**src/rtl/spi_pkg.sv**
```systemverilog
// Types and helpers shared by the SPI register peripheral and its synchroniser.
package spi_pkg;

    typedef enum logic [2:0] {IDLE, ADDR, DATA, FULL, OVER} state_t;

    localparam logic RW_WRITE = 1'b1;

    function automatic int frame_width(input int addr_w, input int data_w);
        return 1 + addr_w + data_w;
    endfunction

endpackage

```
**src/rtl/spi_reg_peripheral_if.sv**
```systemverilog
// SPI pin bundle: the controller drives ncs/sclk/copi, the peripheral drives cipo and its pad enable.
interface spi_reg_peripheral_if;

    logic ncs;
    logic sclk;
    logic copi;
    logic cipo;
    logic cipo_oe;

    modport master (output ncs, output sclk, output copi, input cipo, input cipo_oe);
    modport slave  (input ncs, input sclk, input copi, output cipo, output cipo_oe);

endinterface

```
**src/rtl/spi_sync_edge.sv**
```systemverilog
// Multi-flop synchroniser for one asynchronous pin, followed by a history flop for edge detection.
module spi_sync_edge #(
    parameter int   STAGES  = 2,
    parameter logic RST_VAL = 1'b0
) (
    input  logic clk,
    input  logic rst_n,
    input  logic d,
    output logic level,
    output logic rise,
    output logic fall
);

    logic [STAGES-1:0] sync_q;
    logic              hist_q;

    always_ff @(posedge clk or negedge rst_n) begin
        if (!rst_n) begin
            sync_q <= {STAGES{RST_VAL}};
            hist_q <= RST_VAL;
        end else begin
            sync_q <= {sync_q[STAGES-2:0], d};
            hist_q <= sync_q[STAGES-1];
        end
    end

    assign level = sync_q[STAGES-1];
    assign rise  = sync_q[STAGES-1] & ~hist_q;
    assign fall  = ~sync_q[STAGES-1] & hist_q;

endmodule

```
**src/rtl/spi_reg_peripheral.sv**
```systemverilog
// SPI mode-0 peripheral with a small register bank; writes commit only when nCS closes a full frame.
module spi_reg_peripheral
    import spi_pkg::*;
#(
    parameter int ADDR_W      = 7,
    parameter int DATA_W      = 8,
    parameter int NUM_REGS    = 5,
    parameter int SYNC_STAGES = 2
) (
    input  logic                         clk,
    input  logic                         rst_n,
    spi_reg_peripheral_if.slave          spi,
    output logic [NUM_REGS*DATA_W-1:0]   regs_flat,
    output logic                         wr_pulse,
    output logic [ADDR_W-1:0]            wr_addr,
    output logic                         busy,
    output logic                         frame_err
);

    localparam int FRAME_W = frame_width(ADDR_W, DATA_W);
    localparam int SH_W    = (ADDR_W + 1 > DATA_W) ? ADDR_W + 1 : DATA_W;
    localparam int CNT_W   = $clog2(FRAME_W + 1);

    logic ncs_lvl_unused, ncs_rise, ncs_fall;
    logic sclk_lvl_unused, sclk_rise, sclk_fall;
    logic copi_lvl, copi_rise_unused, copi_fall_unused;

    spi_sync_edge #(.STAGES(SYNC_STAGES), .RST_VAL(1'b1)) u_sync_ncs (
        .clk(clk), .rst_n(rst_n), .d(spi.ncs),
        .level(ncs_lvl_unused), .rise(ncs_rise), .fall(ncs_fall)
    );
    spi_sync_edge #(.STAGES(SYNC_STAGES), .RST_VAL(1'b0)) u_sync_sclk (
        .clk(clk), .rst_n(rst_n), .d(spi.sclk),
        .level(sclk_lvl_unused), .rise(sclk_rise), .fall(sclk_fall)
    );
    spi_sync_edge #(.STAGES(SYNC_STAGES), .RST_VAL(1'b0)) u_sync_copi (
        .clk(clk), .rst_n(rst_n), .d(spi.copi),
        .level(copi_lvl), .rise(copi_rise_unused), .fall(copi_fall_unused)
    );

    state_t              state, state_nxt;
    logic [CNT_W-1:0]    cnt, cnt_inc;
    logic [SH_W-1:0]     sh, sh_nxt;
    logic [DATA_W-1:0]   rd_sh, rd_word;
    logic [ADDR_W-1:0]   addr_q, addr_nxt;
    logic                rw_q;
    logic                cipo_q;
    logic                cmt_vld;
    logic [ADDR_W-1:0]   cmt_addr;
    logic [DATA_W-1:0]   cmt_data;
    logic [DATA_W-1:0]   regs [NUM_REGS];

    // A closing nCS edge pre-empts any sclk edge seen in the same cycle.
    logic frame_end, sclk_rise_ok, sclk_fall_ok, addr_done;

    assign frame_end    = (state != IDLE) && ncs_rise;
    assign sclk_rise_ok = sclk_rise && !ncs_rise;
    assign sclk_fall_ok = sclk_fall && !ncs_rise;
    assign cnt_inc      = cnt + CNT_W'(1);
    assign sh_nxt       = {sh[SH_W-2:0], copi_lvl};
    assign addr_nxt     = sh_nxt[ADDR_W-1:0];
    assign addr_done    = (state == ADDR) && sclk_rise_ok && (cnt_inc == CNT_W'(1 + ADDR_W));

    function automatic logic in_range(input logic [ADDR_W-1:0] a);
        return 32'(a) < NUM_REGS;
    endfunction

    always_comb begin
        rd_word = '0;
        for (int i = 0; i < NUM_REGS; i++)
            if (32'(addr_nxt) == 32'(i)) rd_word = regs[i];
    end

    always_ff @(posedge clk or negedge rst_n) begin
        if (!rst_n) state <= IDLE;
        else        state <= state_nxt;
    end

    always_comb begin
        state_nxt = state;
        if (frame_end) begin
            state_nxt = IDLE;
        end else begin
            case (state)
                IDLE:    if (ncs_fall) state_nxt = ADDR;
                ADDR:    if (addr_done) state_nxt = DATA;
                DATA:    if (sclk_rise_ok && cnt_inc == CNT_W'(FRAME_W)) state_nxt = FULL;
                FULL:    if (sclk_rise_ok) state_nxt = OVER;
                default: state_nxt = state;
            endcase
        end
    end

    always_ff @(posedge clk or negedge rst_n) begin
        if (!rst_n) begin
            cnt    <= '0;
            sh     <= '0;
            rd_sh  <= '0;
            addr_q <= '0;
            rw_q   <= 1'b0;
            cipo_q <= 1'b0;
        end else begin
            if (state == IDLE && ncs_fall) begin
                cnt <= '0;
                sh  <= '0;
            end else if ((state == ADDR || state == DATA) && sclk_rise_ok) begin
                cnt <= cnt_inc;
                sh  <= sh_nxt;
            end
            if (addr_done) begin
                addr_q <= addr_nxt;
                rw_q   <= sh_nxt[ADDR_W];
                rd_sh  <= (sh_nxt[ADDR_W] == RW_WRITE || !in_range(addr_nxt)) ? '0 : rd_word;
            end
            if (state == DATA && sclk_fall_ok) begin
                cipo_q <= rd_sh[DATA_W-1];
                rd_sh  <= {rd_sh[DATA_W-2:0], 1'b0};
            end else if (state_nxt == IDLE) begin
                cipo_q <= 1'b0;
            end
        end
    end

    // Commit stage: frame outcome is latched on the nCS edge and applied one clock later.
    always_ff @(posedge clk or negedge rst_n) begin
        if (!rst_n) begin
            cmt_vld   <= 1'b0;
            cmt_addr  <= '0;
            cmt_data  <= '0;
            frame_err <= 1'b0;
            wr_pulse  <= 1'b0;
            wr_addr   <= '0;
            for (int i = 0; i < NUM_REGS; i++) regs[i] <= '0;
        end else begin
            cmt_vld   <= 1'b0;
            frame_err <= 1'b0;
            if (frame_end) begin
                if (state == FULL) begin
                    if (rw_q == RW_WRITE && in_range(addr_q)) begin
                        cmt_vld  <= 1'b1;
                        cmt_addr <= addr_q;
                        cmt_data <= sh[DATA_W-1:0];
                    end
                end else begin
                    frame_err <= 1'b1;
                end
            end
            wr_pulse <= cmt_vld;
            if (cmt_vld) begin
                wr_addr <= cmt_addr;
                for (int i = 0; i < NUM_REGS; i++)
                    if (32'(cmt_addr) == 32'(i)) regs[i] <= cmt_data;
            end
        end
    end

    for (genvar g = 0; g < NUM_REGS; g++) begin : g_flat
        assign regs_flat[g*DATA_W +: DATA_W] = regs[g];
    end

    assign busy        = (state != IDLE);
    assign spi.cipo    = cipo_q;
    assign spi.cipo_oe = (state == DATA || state == FULL || state == OVER) && (rw_q != RW_WRITE);

endmodule
```
**src/flat_wrapper.sv**
```systemverilog
// flat-port wrapper written by rule: the top's interface ports become plain ports
module spi_reg_peripheral_flat import spi_pkg::*;
#(
    parameter int ADDR_W      = 7,
    parameter int DATA_W      = 8,
    parameter int NUM_REGS    = 5,
    parameter int SYNC_STAGES = 2
)
  (clk, rst_n, regs_flat, wr_pulse, wr_addr, busy, frame_err, spi_ncs, spi_sclk, spi_copi, spi_cipo, spi_cipo_oe);
  spi_reg_peripheral_if spi_i ();
  input  logic clk;
  input  logic rst_n;
  output logic [NUM_REGS*DATA_W-1:0] regs_flat;
  output logic wr_pulse;
  output logic [ADDR_W-1:0] wr_addr;
  output logic busy;
  output logic frame_err;
  input wire logic [$bits(spi_i.ncs)-1:0] spi_ncs;
  input wire logic [$bits(spi_i.sclk)-1:0] spi_sclk;
  input wire logic [$bits(spi_i.copi)-1:0] spi_copi;
  output wire logic [$bits(spi_i.cipo)-1:0] spi_cipo;
  output wire logic [$bits(spi_i.cipo_oe)-1:0] spi_cipo_oe;
  assign spi_i.ncs = spi_ncs;
  assign spi_i.sclk = spi_sclk;
  assign spi_i.copi = spi_copi;
  assign spi_cipo = spi_i.cipo;
  assign spi_cipo_oe = spi_i.cipo_oe;
  spi_reg_peripheral #(.ADDR_W(ADDR_W), .DATA_W(DATA_W), .NUM_REGS(NUM_REGS), .SYNC_STAGES(SYNC_STAGES)) u_core (.clk(clk), .rst_n(rst_n), .spi(spi_i), .regs_flat(regs_flat), .wr_pulse(wr_pulse), .wr_addr(wr_addr), .busy(busy), .frame_err(frame_err));
endmodule
```
**config.mk**
```make
export PLATFORM = sky130hd
export DESIGN_NAME = spi_reg_peripheral_flat
export DESIGN_NICKNAME = d
export VERILOG_FILES = /design/src/rtl/spi_pkg.sv /design/src/rtl/spi_reg_peripheral_if.sv /design/src/rtl/spi_sync_edge.sv /design/src/rtl/spi_reg_peripheral.sv /design/src/flat_wrapper.sv
export SDC_FILE = /design/constraint.sdc
export NUM_CORES = 1
export LEC_CHECK = 0
export CORE_MARGIN = 2
export CORE_UTILIZATION = 55
export DETAILED_ROUTE_END_ITERATION = 6
export PLACE_DENSITY = 0.89
export RECOVER_POWER = 100
export REMOVE_ABC_BUFFERS = 1
export SKIP_CTS_REPAIR_TIMING = 1
export SLEW_MARGIN = 20
export SYNTH_ARGS = -nofsm -noshare
export SYNTH_HDL_FRONTEND = slang
export SYNTH_SLANG_ARGS = --single-unit
```
**constraint.sdc**
```tcl
create_clock -name clk -period 4.04 [get_ports clk]
set_input_delay 0.404 -clock clk [delete_from_list [all_inputs] [get_ports clk]]
set_output_delay 0.404 -clock clk [all_outputs]
set_load 0.02 [all_outputs]
```
Yosys cells after proc, flatten, opt, wreduce, memory -nomap -nowiden
Cells that the tools add are included.
{ "classes": {"reduce_logical": 31, "add_sub_neg": 1, "n_mul": 0, "n_lt_le_gt_ge": 2, "n_div": 0, "eq_ne": 14, "bitwise": 9, "n_mux": 25, "n_shift": 0} }
{ "ops": {"columns": ["op", "n"], "rows": [
  ["2-to-1 mux 8 bit", 10],
  ["== test 7 x 2 -> 1 bit (second input constant)", 4],
  ["2-to-1 mux 3 bit", 5],
  ["== test 7 x 1 -> 1 bit (second input constant)", 2],
  ["== test 7 x 3 -> 1 bit (second input constant)", 2],
  ["zero test 7 bit", 2],
  ["less-than comparator 7 x 3 -> 1 bit (second input constant)", 2],
  ["case mux 3 bit (4 select lines)", 1],
  ["logical AND 1 bit", 11],
  ["2-to-1 mux 5 bit", 2],
  ["AND reduction 2 bit", 5],
  ["2-to-1 mux 1 bit", 7],
  ["== test 3 x 2 -> 1 bit (second input constant)", 2],
  ["zero test 3 bit", 2],
  ["nonzero test 2 bit", 3],
  ["adder 5 x 1 -> 5 bit (second input constant)", 1],
  ["== test 5 x 4 -> 1 bit (second input constant)", 1],
  ["== test 5 bit (second input constant)", 1],
  ["NOT 1 bit", 5],
  ["bitwise AND 1 bit", 4],
  ["logical OR 1 bit", 4],
  ["== test 3 x 1 -> 1 bit (second input constant)", 1],
  ["== test 3 bit (second input constant)", 1],
  ["AND reduction 3 bit", 1],
  ["other kinds (2)", 3]
]} }
{ "word_totals": {"output_inout_bits": 52, "latch_bits": 0, "ramBits": 0, "romBits": 0, "memories": 0, "inputBits": 5, "wordCells": 105, "ff_bits": 106} }

Depth between registers and ports, before layout
{ "logic_depth": {"word_depth": 12, "ltp_mapped": 8, "ltp_nobuf": 6} }

Modules after synthesis
From an unflattened synthesis, not the netlist that was laid out.
{ "unflattened": {"cells_unflattened": 367, "area_unflattened_um2": 4787.1} }
{ "by_module_without_submodules": {"columns": ["module", "cells_per_inst", "area_each_um2", "n_inst"], "rows": [
  ["spi_reg_peripheral", 352, 4513.1, 1],
  ["spi_sync_edge at u_core.u_sync_copi ...", 5, 90.1, 2],
  ["spi_sync_edge at u_core.u_sync_ncs", 5, 93.8, 1]
]} }

Worst setup path before layout
No wires, ideal clock.
{ "synth_timing": {"kind": "reg2reg", "from": "register u_core.cnt[0]", "to": "register u_core.rd_sh[5]", "path_stages_with_launch": 9, "arrival_ns": 1.792, "path_slack_ns": 2.111, "t_required_ns": 3.903, "cell_sequence": "dfrtp_1 ha_1 buf_2 xnor2_1 and4_2 o211ai_4 buf_4 a22oi_1 a21oi_1"} }
{ "synth_via": {"elab_chain_cells": 4} }
{ "synth_rtl": {"columns": ["element", "line", "source"], "rows": [
  ["from (decl)", "spi_reg_peripheral.sv:42", "logic [CNT_W-1:0] cnt, cnt_inc;"],
  ["from (signal assigned)", "spi_reg_peripheral.sv:107", "cnt <= cnt_inc;"],
  ["adder 5 x 1 -> 5 bit", "spi_reg_peripheral.sv:59", "assign cnt_inc = cnt + CNT_W'(1);"],
  ["== test 5 x 4 -> 1 bit", "spi_reg_peripheral.sv:62", "assign addr_done = (state == ADDR) && sclk_rise_ok && (cnt_inc == CNT_W'(1 + ADDR_W));"],
  ["logical AND 1 bit", "spi_reg_peripheral.sv:62", null],
  ["nonzero test 2 bit (no line)", null, null],
  ["to (signal assigned)", "spi_reg_peripheral.sv:113", "rd_sh <= (sh_nxt[ADDR_W] == RW_WRITE || !in_range(addr_nxt)) ? '0 : rd_word;"],
  ["to (signal assigned)", "spi_reg_peripheral.sv:117", "rd_sh <= {rd_sh[DATA_W-2:0], 1'b0};"],
  ["to (decl)", "spi_reg_peripheral.sv:44", "logic [DATA_W-1:0] rd_sh, rd_word;"]
]} }
No other way between the ends.
A chain may end at the register's enable or synchronous reset.

Worst setup path in the final report
Ends and elaborated chain as after synthesis.

==> results.txt <==
- Clock tree from TritonCTS: yes
- After routing, the total negative slack on setup checks comes to 0 ns.
- For this configuration, the core starts out at a cell density of 56.9%.
- Cell-by-cell listing of the critical path: ha_1 -> nand2_1 -> and4b_1 -> o211ai_1 -> a22oi_1 -> a21oi_1
- The final reports fail on capacitance limit, slew limit.
* Number of design rule violations left after detail routing: 0
- The largest total area in the synthesized netlist belongs to sky130_fd_sc_hd__dfrtp_1.
- Proportion of power drawn by combinational gates: 14.0%
- The tightest hold path in the finished design has a slack of 0.360 ns.
* Complex-gate fraction of the synthesized area: 6.50%
- Distinct cells, synth: 54
- Summing the areas of all xor and xnor instances in the mapped netlist gives 0.746% of the synthesized area.
- The largest single stage delay on the critical path is 1.12 ns.
* Switching power as a share of total power: 30.1%
* Clock latency on the worst-skew pair: 0.37 ns
- Portion of synthesized cell area occupied by the leading cell type: 54.9%
- Fin area: 0.00542 mm2
- Yosys mapped a number of flops with a built-in enable equal to 0.
- Synthesis inferred 106 register bits.
* Detailed-route wire length per cell: 18.6 um
- Die Y: 96.4 um
* Maximum Capacitance Violations: 2
- Total iterations of the first detailed-routing run: 4
- Unrepaired setup endpoints after global routing: false
* Share of synthesized registers carrying an async set or reset: 100%
- Highest-count cells in the layout ignoring fill and taps: sky130_fd_sc_hd__dfrtp_1, sky130_fd_sc_hd__mux2_2, sky130_fd_sc_hd__dlygate4sd3_1
* Number of instances in the synthesized netlist: 355
* Top-level port count: 57
* Area growth syn-to-layout: 15.4%
- For the pin with the worst max-slew slack, the measured transition is 2.44 ns.
* Detailed-route vias per instance: 5.94
- Final setup vio count: 0
* Beginning of the critical path: u_core.cnt[0]
- Pin count of the biggest net entering global routing: 83
- Class of the tightest hold or removal check: register to register
- Number of nets in the finished design: 413
* Cell area reported after detailed placement: 0.00529 mm2
- The startpoint identified for the worst register-to-register timing path is u_core.cnt[0].
* Clock Skew: 0.0102 ns
- Excluding fillers, the count of instances in the completed layout stands at 516.
* Share of power burned in registers: 58.5%
* Category of the worst setup path launch point: register
- Endpoint type of the worst setup path: register
- Final min period: 2.79 ns
- Along the worst path, the maximum fanout reaches 18.
* Most common cell after layout, fill and taps aside: sky130_fd_sc_hd__dfrtp_1
* Total wire length after detailed routing: 9620 um
- Sequential elements use 56.6% of the synthesized area.
- Of the total synthesized cell area, the portion taken by full adders, half adders and majority gates is 0.533%.
- Via count: 3064
- Global routing met1 resource utilization: 31.3%
- Hold Crit Start: u_core.u_sync_copi.sync_q[0]
- Clock H-tree levels: 3
- Multi-input combinational cell area: 0.00184 mm2
* Mean instance size in the synthesized netlist: 13.2 um2
- Met2 Use GR: 33.6%
* Dominant synthesized flop cell: sky130_fd_sc_hd__dfrtp_1
- Number of buffers and inverters on the critical path: 0
* Total core area: 0.00826 mm2
* Fill cell total of the finished layout: 601
- Clock sink total: 106
* Library cell used as clock root buffer: sky130_fd_sc_hd__clkbuf_8
- Clock tree synthesis inserted a total of 9 buffers.
- Total track usage: 22.8%
- Last weighted congestion value of the routability-driven placer: 0.888
- Initial antenna violation count: 0
- DRT iter0 DRCs: 253
- Post-Syn Area: 0.00470 mm2
- Once detail routing completed, the nets flagged for antenna violations numbered 0.
- The count of final hold-check violations is 0.
* Buffer depth of the longest clock path: 2
- The die is 96.4 um wide.
- Mux contribution to synthesized area: 21.3%
- Dominant combinational cell family by area after synthesis: multiplexers
* Pwr Density: 401 mW/mm2
- The global routing stage identified its most utilized layer as met2.
* Standard cell with the maximum stage delay on the critical path: sky130_fd_sc_hd__o211ai_1
* Required time at the worst-slack endpoint: 4.33 ns
* Final core utilization: 65.6%
- Die area: 0.00929 mm2
- Among cell families on the critical path, the largest total delay comes from compound AO/OA/AOI/OAI gates.
* Port Buf Inserts: 56
* Simple-Gate Fraction of Synth Area: 11.3%
* FF+latch area: 0.00266 mm2
- Part of the total power dissipated in the clock network: 27.5%
* Fraction of layout instances using a drive strength above 1: 25.5%
- Peak supply drop: 0.000232 V
- Cell internal power dissipation: 1.52 mW
- Once detailed placement completed, the half-perimeter wirelength came to 6560 um.
* Max transition margin: -62.9%
- Via count of the first global-routing pass: 3029
- Fin. max-slew vios: 66
- Top area cells in the synthesized netlist: sky130_fd_sc_hd__dfrtp_1, sky130_fd_sc_hd__mux2_2, sky130_fd_sc_hd__mux4_2
- Met3 Usage GRT: 5.59%
* ANT cells: 0
* Switching pwr: 0.653 mW
- The analysis attributes to cell leakage a power of 2.70 nW.
- Highest clock rate: 359 MHz
* Number of warnings reported in the yosys synthesis log: 0
- The flow ran to the end, but the final reports show violations.
- Total overflow reported by the global router: 0
- The worst setup path is of the register to register kind.
- After clock tree synthesis, the clock-pin slew on the worst setup and hold paths is 0.10 ns.
* Num rows: 33
- Worst Path Arrival: 3.07 ns
* First-pass GRT wire length: 15600 um
* Tcrit/Tclk final: 68.9%
- Once placement completed, the tool counted placed cells totaling 499.
## Yosys cell counts (3+ instances only)
cell type,n
sky130_fd_sc_hd__xnor2_1,3
sky130_fd_sc_hd__dfstp_2,3
sky130_fd_sc_hd__mux2_2,67
sky130_fd_sc_hd__dfrtp_1,103
sky130_fd_sc_hd__buf_2,5
sky130_fd_sc_hd__a22oi_1,7
sky130_fd_sc_hd__clkbuf_1,5
sky130_fd_sc_hd__buf_4,4
sky130_fd_sc_hd__nand2_1,31
sky130_fd_sc_hd__nor3b_2,3
sky130_fd_sc_hd__nand4_1,3
sky130_fd_sc_hd__and2_1,6
sky130_fd_sc_hd__a21oi_1,10
sky130_fd_sc_hd__o21ai_0,17
sky130_fd_sc_hd__mux4_2,8
sky130_fd_sc_hd__nand3_2,3
sky130_fd_sc_hd__nor2b_1,3
sky130_fd_sc_hd__inv_1,10
sky130_fd_sc_hd__mux2i_1,5
sky130_fd_sc_hd__nor2_1,17
## path summary, 6_finish.rpt
check	end	slack, ns	cells past startpoint
worst max-delay path	u_core.rd_sh[5]	1.25	6
worst min-delay path	u_core.u_sync_copi.sync_q[1]	0.36	0
worst max register to register	u_core.rd_sh[5]	1.25	6
worst min register to register	u_core.u_sync_copi.sync_q[1]	0.36	0
max in group asynchronous	u_core.regs_flat[20]	1.87	2
min in group asynchronous	u_core.regs_flat[24]	0.77	1
## state kept, by name, summed over array words and instances, names as in the netlist, 2 cells and up
name and cells:
u_core.addr_q 7, u_core.cmt_addr 7, u_core.cmt_data 8, u_core.cnt 5, u_core.rd_sh 8, u_core.regs_flat 40
u_core.sh 8, u_core.state 3, u_core.u_sync_copi.sync_q 2, u_core.u_sync_ncs.sync_q 2, u_core.u_sync_sclk.sync_q 2, u_core.wr_addr 7
## power groups by stage
stage | Clock [mW] | Combinational [mW] | Sequential, mW
2_1_floorplan | 0 | 0.235 | 1.24
3_3_place_gp | 0 | 0.307 | 1.29
3_5_place_dp | 0 | 0.318 | 1.29
4_1_cts | 0.607 | 0.319 | 1.27
5_1_grt | 0.650 | 0.342 | 1.29
6_report | 0.597 | 0.303 | 1.27
## logic make-up (layout without fill, tap and decap cells)
logic type,Yosys count,in the layout
compound gates,45,45
simple gates,89,89
mux,81,81
xor+xnor,4,4
buf+inv,28,84
fa+ha+maj,2,2
flops,106,106
## stage by stage
stage	power (mW)	worst slack (ns)
floorplan	1.48	2.05
global placement	1.59	1.94
detailed placement	1.61	1.89
CTS	2.20	1.55
global route	2.28	1.03
finish	2.17	1.25
## layer usage
layer / vias to the layer above / share of wire [%]
met4: 0 / 2.8
met1: 1568 / 41
met3: 22 / 7.0
met2: 106 / 49
li1: 1368 / -
met5: - / 0
## layout make-up
cell class,instances,share of cell area (%)
well taps,105,2.42
inverters,10,0.693
flip-flops and latches,106,49.0
multi-input cells,221,33.9
repair buffers,58,10.7
clock inverters,6,0.739
clock buffers,10,2.54
(Power assumes the default switching activity.)
